==> config.mk <==
export PLATFORM = sky130hd
export DESIGN_NAME = load_store_unit
export DESIGN_NICKNAME = d
export VERILOG_FILES = /design/src/rtl/load_store_unit.sv
export SDC_FILE = /design/constraint.sdc
export NUM_CORES = 1
export LEC_CHECK = 0
export CELL_PAD_IN_SITES_DETAIL_PLACEMENT = 0
export CELL_PAD_IN_SITES_GLOBAL_PLACEMENT = 1
export CORE_MARGIN = 2
export CORE_UTILIZATION = 34
export DETAILED_ROUTE_END_ITERATION = 8
export MAX_ROUTING_LAYER = met4
export PLACE_DENSITY_LB_ADDON = 0.1
export SLEW_MARGIN = 20
export SYNTH_ARGS = -nofsm -noshare
export SYNTH_HDL_FRONTEND = slang
export SYNTH_SLANG_ARGS = --single-unit
==> constraint.sdc <==
create_clock -name clk_i -period 3.44 [get_ports clk_i]
set_input_delay 0.344 -clock clk_i [delete_from_list [all_inputs] [get_ports clk_i]]
set_output_delay 0.344 -clock clk_i [all_outputs]
set_load 0.01 [all_outputs]
==> src/rtl/load_store_unit.sv <==
// load_store_unit: memory-access stage of the multi-cycle RV32I core.
// Runs one byte/halfword/word load or store over a word-wide req/ack bus,
// returns an extended load value and reports alignment faults and timeouts.
module load_store_unit #(
   parameter int TIMEOUT_CYCLES = 255,
   parameter int CNT_W          = 8
) (
   input  logic        clk_i,
   input  logic        rst_i,
   input  logic        start_i,
   input  logic        is_store_i,
   input  logic [2:0]  funct3_i,
   input  logic [31:0] address_i,
   input  logic [31:0] store_data_i,
   output logic        mem_req_o,
   output logic        mem_we_o,
   output logic [31:0] mem_addr_o,
   output logic [31:0] mem_wdata_o,
   output logic [3:0]  mem_wstrb_o,
   input  logic        mem_ack_i,
   input  logic [31:0] mem_rdata_i,
   output logic [31:0] load_data_o,
   output logic        done_o,
   output logic        busy_o,
   output logic        misaligned_o,
   output logic        bus_err_o
);

   typedef enum logic [1:0] {
      IDLE = 2'd0,
      REQ  = 2'd1,
      DONE = 2'd2
   } state_t;

   state_t            r_state;
   logic [31:0]       r_addr;
   logic [2:0]        r_funct3;
   logic              r_isStore;
   logic [31:0]       r_wdata;
   logic [3:0]        r_wstrb;
   logic [CNT_W-1:0]  r_cnt;
   logic [31:0]       r_loadData;
   logic              r_misaligned;
   logic              r_busErr;

   logic              w_fault;
   logic [31:0]       w_wdata;
   logic [3:0]        w_wstrb;
   logic [7:0]        w_byte;
   logic [15:0]       w_half;
   logic [31:0]       w_loadExt;
   logic [CNT_W-1:0]  w_cntNext;
   logic              w_timeout;

   // Decode the incoming request: legality/alignment, and the replicated
   // store data with its byte-lane strobes (strobes stay 0 for loads).
   always_comb begin
      w_fault = 1'b0;
      w_wdata = store_data_i;
      w_wstrb = 4'b0000;
      case (funct3_i)
         3'b000: begin
            if (is_store_i) begin
               w_wdata = {4{store_data_i[7:0]}};
               w_wstrb = 4'b0001 << address_i[1:0];
            end
         end
         3'b001: begin
            w_fault = address_i[0];
            if (is_store_i) begin
               w_wdata = {2{store_data_i[15:0]}};
               w_wstrb = address_i[1] ? 4'b1100 : 4'b0011;
            end
         end
         3'b010: begin
            w_fault = |address_i[1:0];
            if (is_store_i) begin
               w_wstrb = 4'b1111;
            end
         end
         3'b100:  w_fault = is_store_i;
         3'b101:  w_fault = is_store_i | address_i[0];
         default: w_fault = 1'b1;
      endcase
   end

   // Pick the addressed byte/halfword out of the read word and extend it.
   always_comb begin
      case (r_addr[1:0])
         2'd0:    w_byte = mem_rdata_i[7:0];
         2'd1:    w_byte = mem_rdata_i[15:8];
         2'd2:    w_byte = mem_rdata_i[23:16];
         default: w_byte = mem_rdata_i[31:24];
      endcase
      w_half = r_addr[1] ? mem_rdata_i[31:16] : mem_rdata_i[15:0];
      case (r_funct3)
         3'b000:  w_loadExt = {{24{w_byte[7]}}, w_byte};
         3'b001:  w_loadExt = {{16{w_half[15]}}, w_half};
         3'b100:  w_loadExt = {24'd0, w_byte};
         3'b101:  w_loadExt = {16'd0, w_half};
         default: w_loadExt = mem_rdata_i;
      endcase
   end

   assign w_cntNext = r_cnt + CNT_W'(1);
   assign w_timeout = (w_cntNext == CNT_W'(TIMEOUT_CYCLES));

   // Access sequencer: latch the request, wait for ack or timeout, then
   // present a single-cycle completion with its fault qualifiers.
   always_ff @(posedge clk_i) begin
      if (rst_i) begin
         r_state      <= IDLE;
         r_addr       <= 32'd0;
         r_funct3     <= 3'd0;
         r_isStore    <= 1'b0;
         r_wdata      <= 32'd0;
         r_wstrb      <= 4'd0;
         r_cnt        <= '0;
         r_loadData   <= 32'd0;
         r_misaligned <= 1'b0;
         r_busErr     <= 1'b0;
      end else begin
         case (r_state)
            IDLE: begin
               r_misaligned <= 1'b0;
               r_busErr     <= 1'b0;
               r_cnt        <= '0;
               if (start_i) begin
                  r_addr    <= address_i;
                  r_funct3  <= funct3_i;
                  r_isStore <= is_store_i;
                  r_wdata   <= w_wdata;
                  r_wstrb   <= w_wstrb;
                  if (w_fault) begin
                     r_misaligned <= 1'b1;
                     r_state      <= DONE;
                  end else begin
                     r_state <= REQ;
                  end
               end
            end
            REQ: begin
               if (mem_ack_i) begin
                  if (!r_isStore) begin
                     r_loadData <= w_loadExt;
                  end
                  r_cnt   <= '0;
                  r_state <= DONE;
               end else if (w_timeout) begin
                  r_busErr <= 1'b1;
                  r_cnt    <= '0;
                  r_state  <= DONE;
               end else begin
                  r_cnt <= w_cntNext;
               end
            end
            DONE: begin
               r_misaligned <= 1'b0;
               r_busErr     <= 1'b0;
               r_state      <= IDLE;
            end
            default: r_state <= IDLE;
         endcase
      end
   end

   assign mem_req_o    = (r_state == REQ);
   assign mem_we_o     = (r_state == REQ) & r_isStore;
   assign mem_wstrb_o  = (r_state == REQ) ? r_wstrb : 4'b0000;
   assign mem_addr_o   = {r_addr[31:2], 2'b00};
   assign mem_wdata_o  = r_wdata;
   assign load_data_o  = r_loadData;
   assign done_o       = (r_state == DONE);
   assign busy_o       = (r_state != IDLE);
   assign misaligned_o = (r_state == DONE) & r_misaligned;
   assign bus_err_o    = (r_state == DONE) & r_busErr;

endmodule

# Word level (Yosys, flattened, before mapping)

Cells that the tools add are included.

Register bits: 116
Input port bits: 104
Output and inout port bits: 106
Logic and storage cells: 74

Add/sub/neg operators: 1
Eq/ne operators: 16
Shifts and indexed selects: 1
Multiplexer cells: 27
Bitwise logic cells: 5
Reductions and logical operators: 14

Operator list:

| kind                | count |
|---|---|
| $pmux 32 s4         | 1 |
| $mux 32             | 2 |
| $pmux 32 s2         | 1 |
| $pmux 8 s3          | 1 |
| $mux 4              | 5 |
| $mux 16             | 1 |
| $mux 8              | 2 |
| $pmux 8 s2          | 1 |
| $eq 3x3->1 const B  | 4 |
| $pmux 4 s3          | 1 |
| $add 8x1->8 const B | 1 |
| $eq 8x8->1 const B  | 1 |
| $mux 2              | 4 |
| $reduce_bool 2->1   | 4 |
| $eq 3x1->1 const B  | 2 |
| $logic_not 3->1     | 2 |
| $reduce_and 3->1    | 2 |
| $pmux 1 s5          | 1 |
| $eq 2x1->1 const B  | 2 |
| $eq 2x2->1 const B  | 2 |
| $logic_not 2->1     | 2 |
| $mux 1              | 4 |
| $ne 2x2->1 const B  | 2 |
| $pmux 1 s2          | 2 |
| other kinds (10)    | 14 |

# Depth between registers and ports, before layout

Depth in word-level cells: 5
Gate-level depth with buffers: 7
Depth with buffers taken out: 6

# Worst setup path after synthesis

No wires, ideal clock.

Kind: reg-to-reg
From: register r_cnt[1]
To: register r_busErr
Library setup time: 70 ps
Data arrival time: 1656 ps
Data required time: 3370 ps
Path slack: 1714 ps
Cell stages (with the launch flop): 7
Path buffers: 0
Period minus slack after synthesis: 1726 ps
Path through: dfxtp_1 > ha_1 > nand3_2 > xnor2_1 > o2111ai_2 > or4_1 > a21oi_1

Cells in the longest elaborated chain, start to end: 4

Ends and longest elaborated chain:

| what                       | line | source |
|---|---|---|
| from (decl)                | 41   | `logic [CNT_W-1:0] r_cnt;` |
| from (signal assigned)     | 154  | `r_cnt <= w_cntNext;` |
| $add 8x1->8                | 105  | `assign w_cntNext = r_cnt + CNT_W'(1);` |
| $eq 8x8->1                 | 106  | `assign w_timeout = (w_cntNext == CNT_W'(TIMEOUT_CYCLES));` |
| $ne 2x1->1 (no line)       | -    |  |
| $reduce_and 3->1 (no line) | -    |  |
| to (signal assigned)       | 121  | `r_busErr <= 1'b0;` |
| to (signal assigned)       | 126  | `r_busErr <= 1'b0;` |
| to (signal assigned)       | 150  | `r_busErr <= 1'b1;` |
| to (decl)                  | 44   | `logic r_busErr;` |

Every way passes these cells.
A chain may end at the register's enable or synchronous reset.

# Worst setup path after layout

From: register r_state[1]
To: output mem_wstrb_o[1]

Cells in the longest elaborated chain, start to end: 2

Ends and longest elaborated chain:

| what                   | line | source |
|---|---|---|
| from (decl)            | 35   | `state_t r_state;` |
| from (signal assigned) | 112  | `r_state <= IDLE;` |
| from (signal assigned) | 136  | `r_state <= DONE;` |
| from (signal assigned) | 138  | `r_state <= REQ;` |
| $eq 2x1->1             | 169  | `assign mem_wstrb_o = (r_state == REQ) ? r_wstrb : 4'b0000;` |
| $mux 4                 | 169  |  |
| to (decl)              | 19   | `output logic [3:0] mem_wstrb_o,` |

Every way passes these cells.

==> results by group <==
Placement
  – Dpl hpwl: 12.1 mm
  – RePlAce Congestion: 0.821
  – Buffers on Ports: 207

Power
  – Maximum vdd drop: 0.337 mV
  – Pwr Density: 495 nW/um2
  – Pleak: 0.00283 uW

STA
  – Clock Skew: 0.00625 ns
  – Final Hold Viols: 0
  – Setup TNS: 0 ns
  – Final worst-path cycle share: 72.6%
  – RSZ-0062 raised after global routing: false
  – Actual slew at the worst max-slew pin: 1.04 ns
  – Max_slew headroom: 30.6%
  – Fin crit period: 2.50 ns
  – Final setup violation count: 0
  – Fin. max-slew vios: 0
  – FMAX: 0.400 GHz

Route
  – Iter 0 DRT Violations: 279
  – First-pass DRT Iterations: 4
  – Vias: 5287
  – Post-route antenna net violation count: 0
  – Wirelength per Cell: 15.9 um
  – WL final: 16.9 mm
  – Drt via density: 4.97
  – DRC viols: 0

Clock tree
  – # hold bufs at CTS: 0
  – # H-tree levels: 4
  – Sink Count: 116
  – Max clock buf depth: 2
  – Root buffer selected by CTS: clkbuf_16
  – Clock latency on the worst-skew pair: 0.41 ns
  – Total CTS buffers: 17
  – Setup Buffers After CTS: 0
  – CTS tree: yes
  – Post-CTS Resized: 0
  – Clock transition at path regs: 0.05 ns

Run status
  – Status: complete, no violations

Logic synthesis
  – Library cells used by synthesis: 51
  – Synth cell count leaders: nand2_1, dfxtp_1, a21oi_1
  – Top cells by area, synth: dfxtp_1, nand2_1, a211oi_1
  – Synthesized area: 5470 um2
  – Most used flip-flop cell after synthesis: dfxtp_1
  – Synth warnings: 0
  – Synth Register Bits: 116
  – Ys async rst share: 0%
  – Post-synth EDFFs: 0
  – Cell taking the most area after synthesis: dfxtp_1
  – Yosys top cell area share: 42.5%
  – Syn Inst Count: 685
  – Count leader, synth: nand2_1
  – Sequential share of the synthesized area: 42.5%
  – Syn Area/Cell: 7.98 um2

Flow run
  – Max cap viols: 0

Worst hold path
  – Worst Hold Class: flop to flop

GRT
  – GRT Residual Overflow: 0
  – Met3 usage: 6.84%
  – Initial antenna violation count: 0
  – Global Route Usage Sum: 20.4%
  – First-pass GRT wire length: 26.2 mm
  – Met2 global-route usage: 32.5%
  – Pin count of the biggest net entering global routing: 69
  – GRT Max-Usage Layer: met2
  – Number of global-route vias before repair: 5126
  – GR met1 Demand/Resource: 24.2%

Die
  – Core area: 15800 um2
  – Top Ports: 210
  – Initial cell density of the core: 34.5%
  – Die Ht: 131 um
  – Die area: 17100 um2
  – Row Count: 46
  – Die Wd: 131 um

Setup path
  – Setup Crit Path Kind: flop to output port
  – Worst path required time: 3.10 ns
  – Max incr delay on CP: 0.63 ns
  – CP Cell Sequence: nand2b_1 -> inv_1 -> and2_1 -> clkdlybuf4s50_1
  – Crit path DAT: 2.15 ns
  – Startpoint types: flop
  – CP max FO: 14
  – Top delay family on crit path: flip-flops
  – CP max-delay cell: dfxtp_1
  – Bufs and invs on worst path: 2
  – Endpoint type of the worst setup path: output port

Final layout
  – Utilization after layout: 50.9%
  – Final-stage net count: 940
  – Share of layout cells above drive strength 1: 6.49%
  – Area grow syn2layout: 47.3%
  – Ant. Diodes: 0
-- where the power goes --
group	internal, uW	total [uW]	switching, uW
Clock	1250	1890	642
Combinational	326	621	295
Sequential	1420	1480	55.2
Total	3000	3990	992
-- routing by layer --
layer / vias up / wire length, um / share of wire [%]
met4: 0 / 256 / 1.5
met5: - / 0 / 0
met2: 145 / 8180 / 48
met3: 17 / 1240 / 7.4
li1: 2635 / - / -
met1: 2490 / 7190 / 43
-- path summary, 6_finish.rpt --
check,from,to,slack [ns],cells after the start
worst min-delay path,r_wstrb[1],r_wstrb[1],0.45,2
worst min register to register,r_wstrb[1],r_wstrb[1],0.45,2
worst max-delay path,r_state[1],mem_wstrb_o[1],0.94,4
worst max register to register,r_cnt[0],r_cnt[2],1.17,6
-- registers in the layout, indices dropped and copies added (netlist names) --
name and count:
r_misaligned 1, r_busErr 1, r_cnt 8, mem_wdata_o 32, r_addr 32, load_data_o 32
r_wstrb 4, r_funct3 3, r_isStore 1, r_state 2
-- cells in the final DEF (no fill, tap or decap), types with 3 or more instances in the layout --
master,n
o21ai_0,4
nand2_1,156
clkinv_4,3
bufinv_16,4
o221ai_1,3
clkbuf_16,17
a21oi_1,73
mux2i_1,25
a2bb2oi_1,7
dfxtp_1,116
a22oi_1,9
a211oi_1,50
inv_1,5
o211ai_1,13
nand2b_1,11
nor2_1,62
o21a_1,4
clkinvlp_4,3
buf_4,9
a31oi_1,9
and2_1,8
clkdlybuf4s50_1,206
nor2b_1,4
-- cells by family after synthesis --
family | Yosys count | synth area share (%)
buffers and inverters | 92 | 9.13
adder cells (fa/ha/maj) | 2 | 0.458
AND/OR/NAND/NOR | 261 | 20.4
AO/OA/AOI/OAI | 186 | 22.5
other | 1 | 0.0686
multiplexers | 26 | 4.78
XOR/XNOR | 1 | 0.160
flip-flops | 116 | 42.5
-- per-stage QoR --
stage               hold WS [ns]  power, uW  setup WS (ns)  std cells  area, um2
finish                     0.451       3990          0.943       1063       8060
global placement           0.442       2120           1.11       1031       7420
floorplan                  0.427       1810           1.71        686       5470
global route               0.469       4160          0.771       1063       8060
CTS                        0.441       4040          0.915       1063       8060
detailed placement         0.448       2130           1.07       1031       7420
-- cell type report --
class,count,area (um2)
Clock inverter,12,179
Tap cell,216,270
Sequential cell,116,2320
Clock buffer,20,457
Fill cell,1511,7770
Inverter,5,18.8
Timing Repair Buffer,216,2150
Multi-Input combinational cell,478,2660
-- worst reg2reg max path: stages, from the launching register on --
cell and delay [ns]:
dfxtp_1 0.37, ha_1 0.26, and2b_1 0.18, and2_1 0.15, o22ai_1 0.79, o221ai_1 0.26
a21oi_1 0.19
Note: power is estimated with default switching activity, not from simulation.
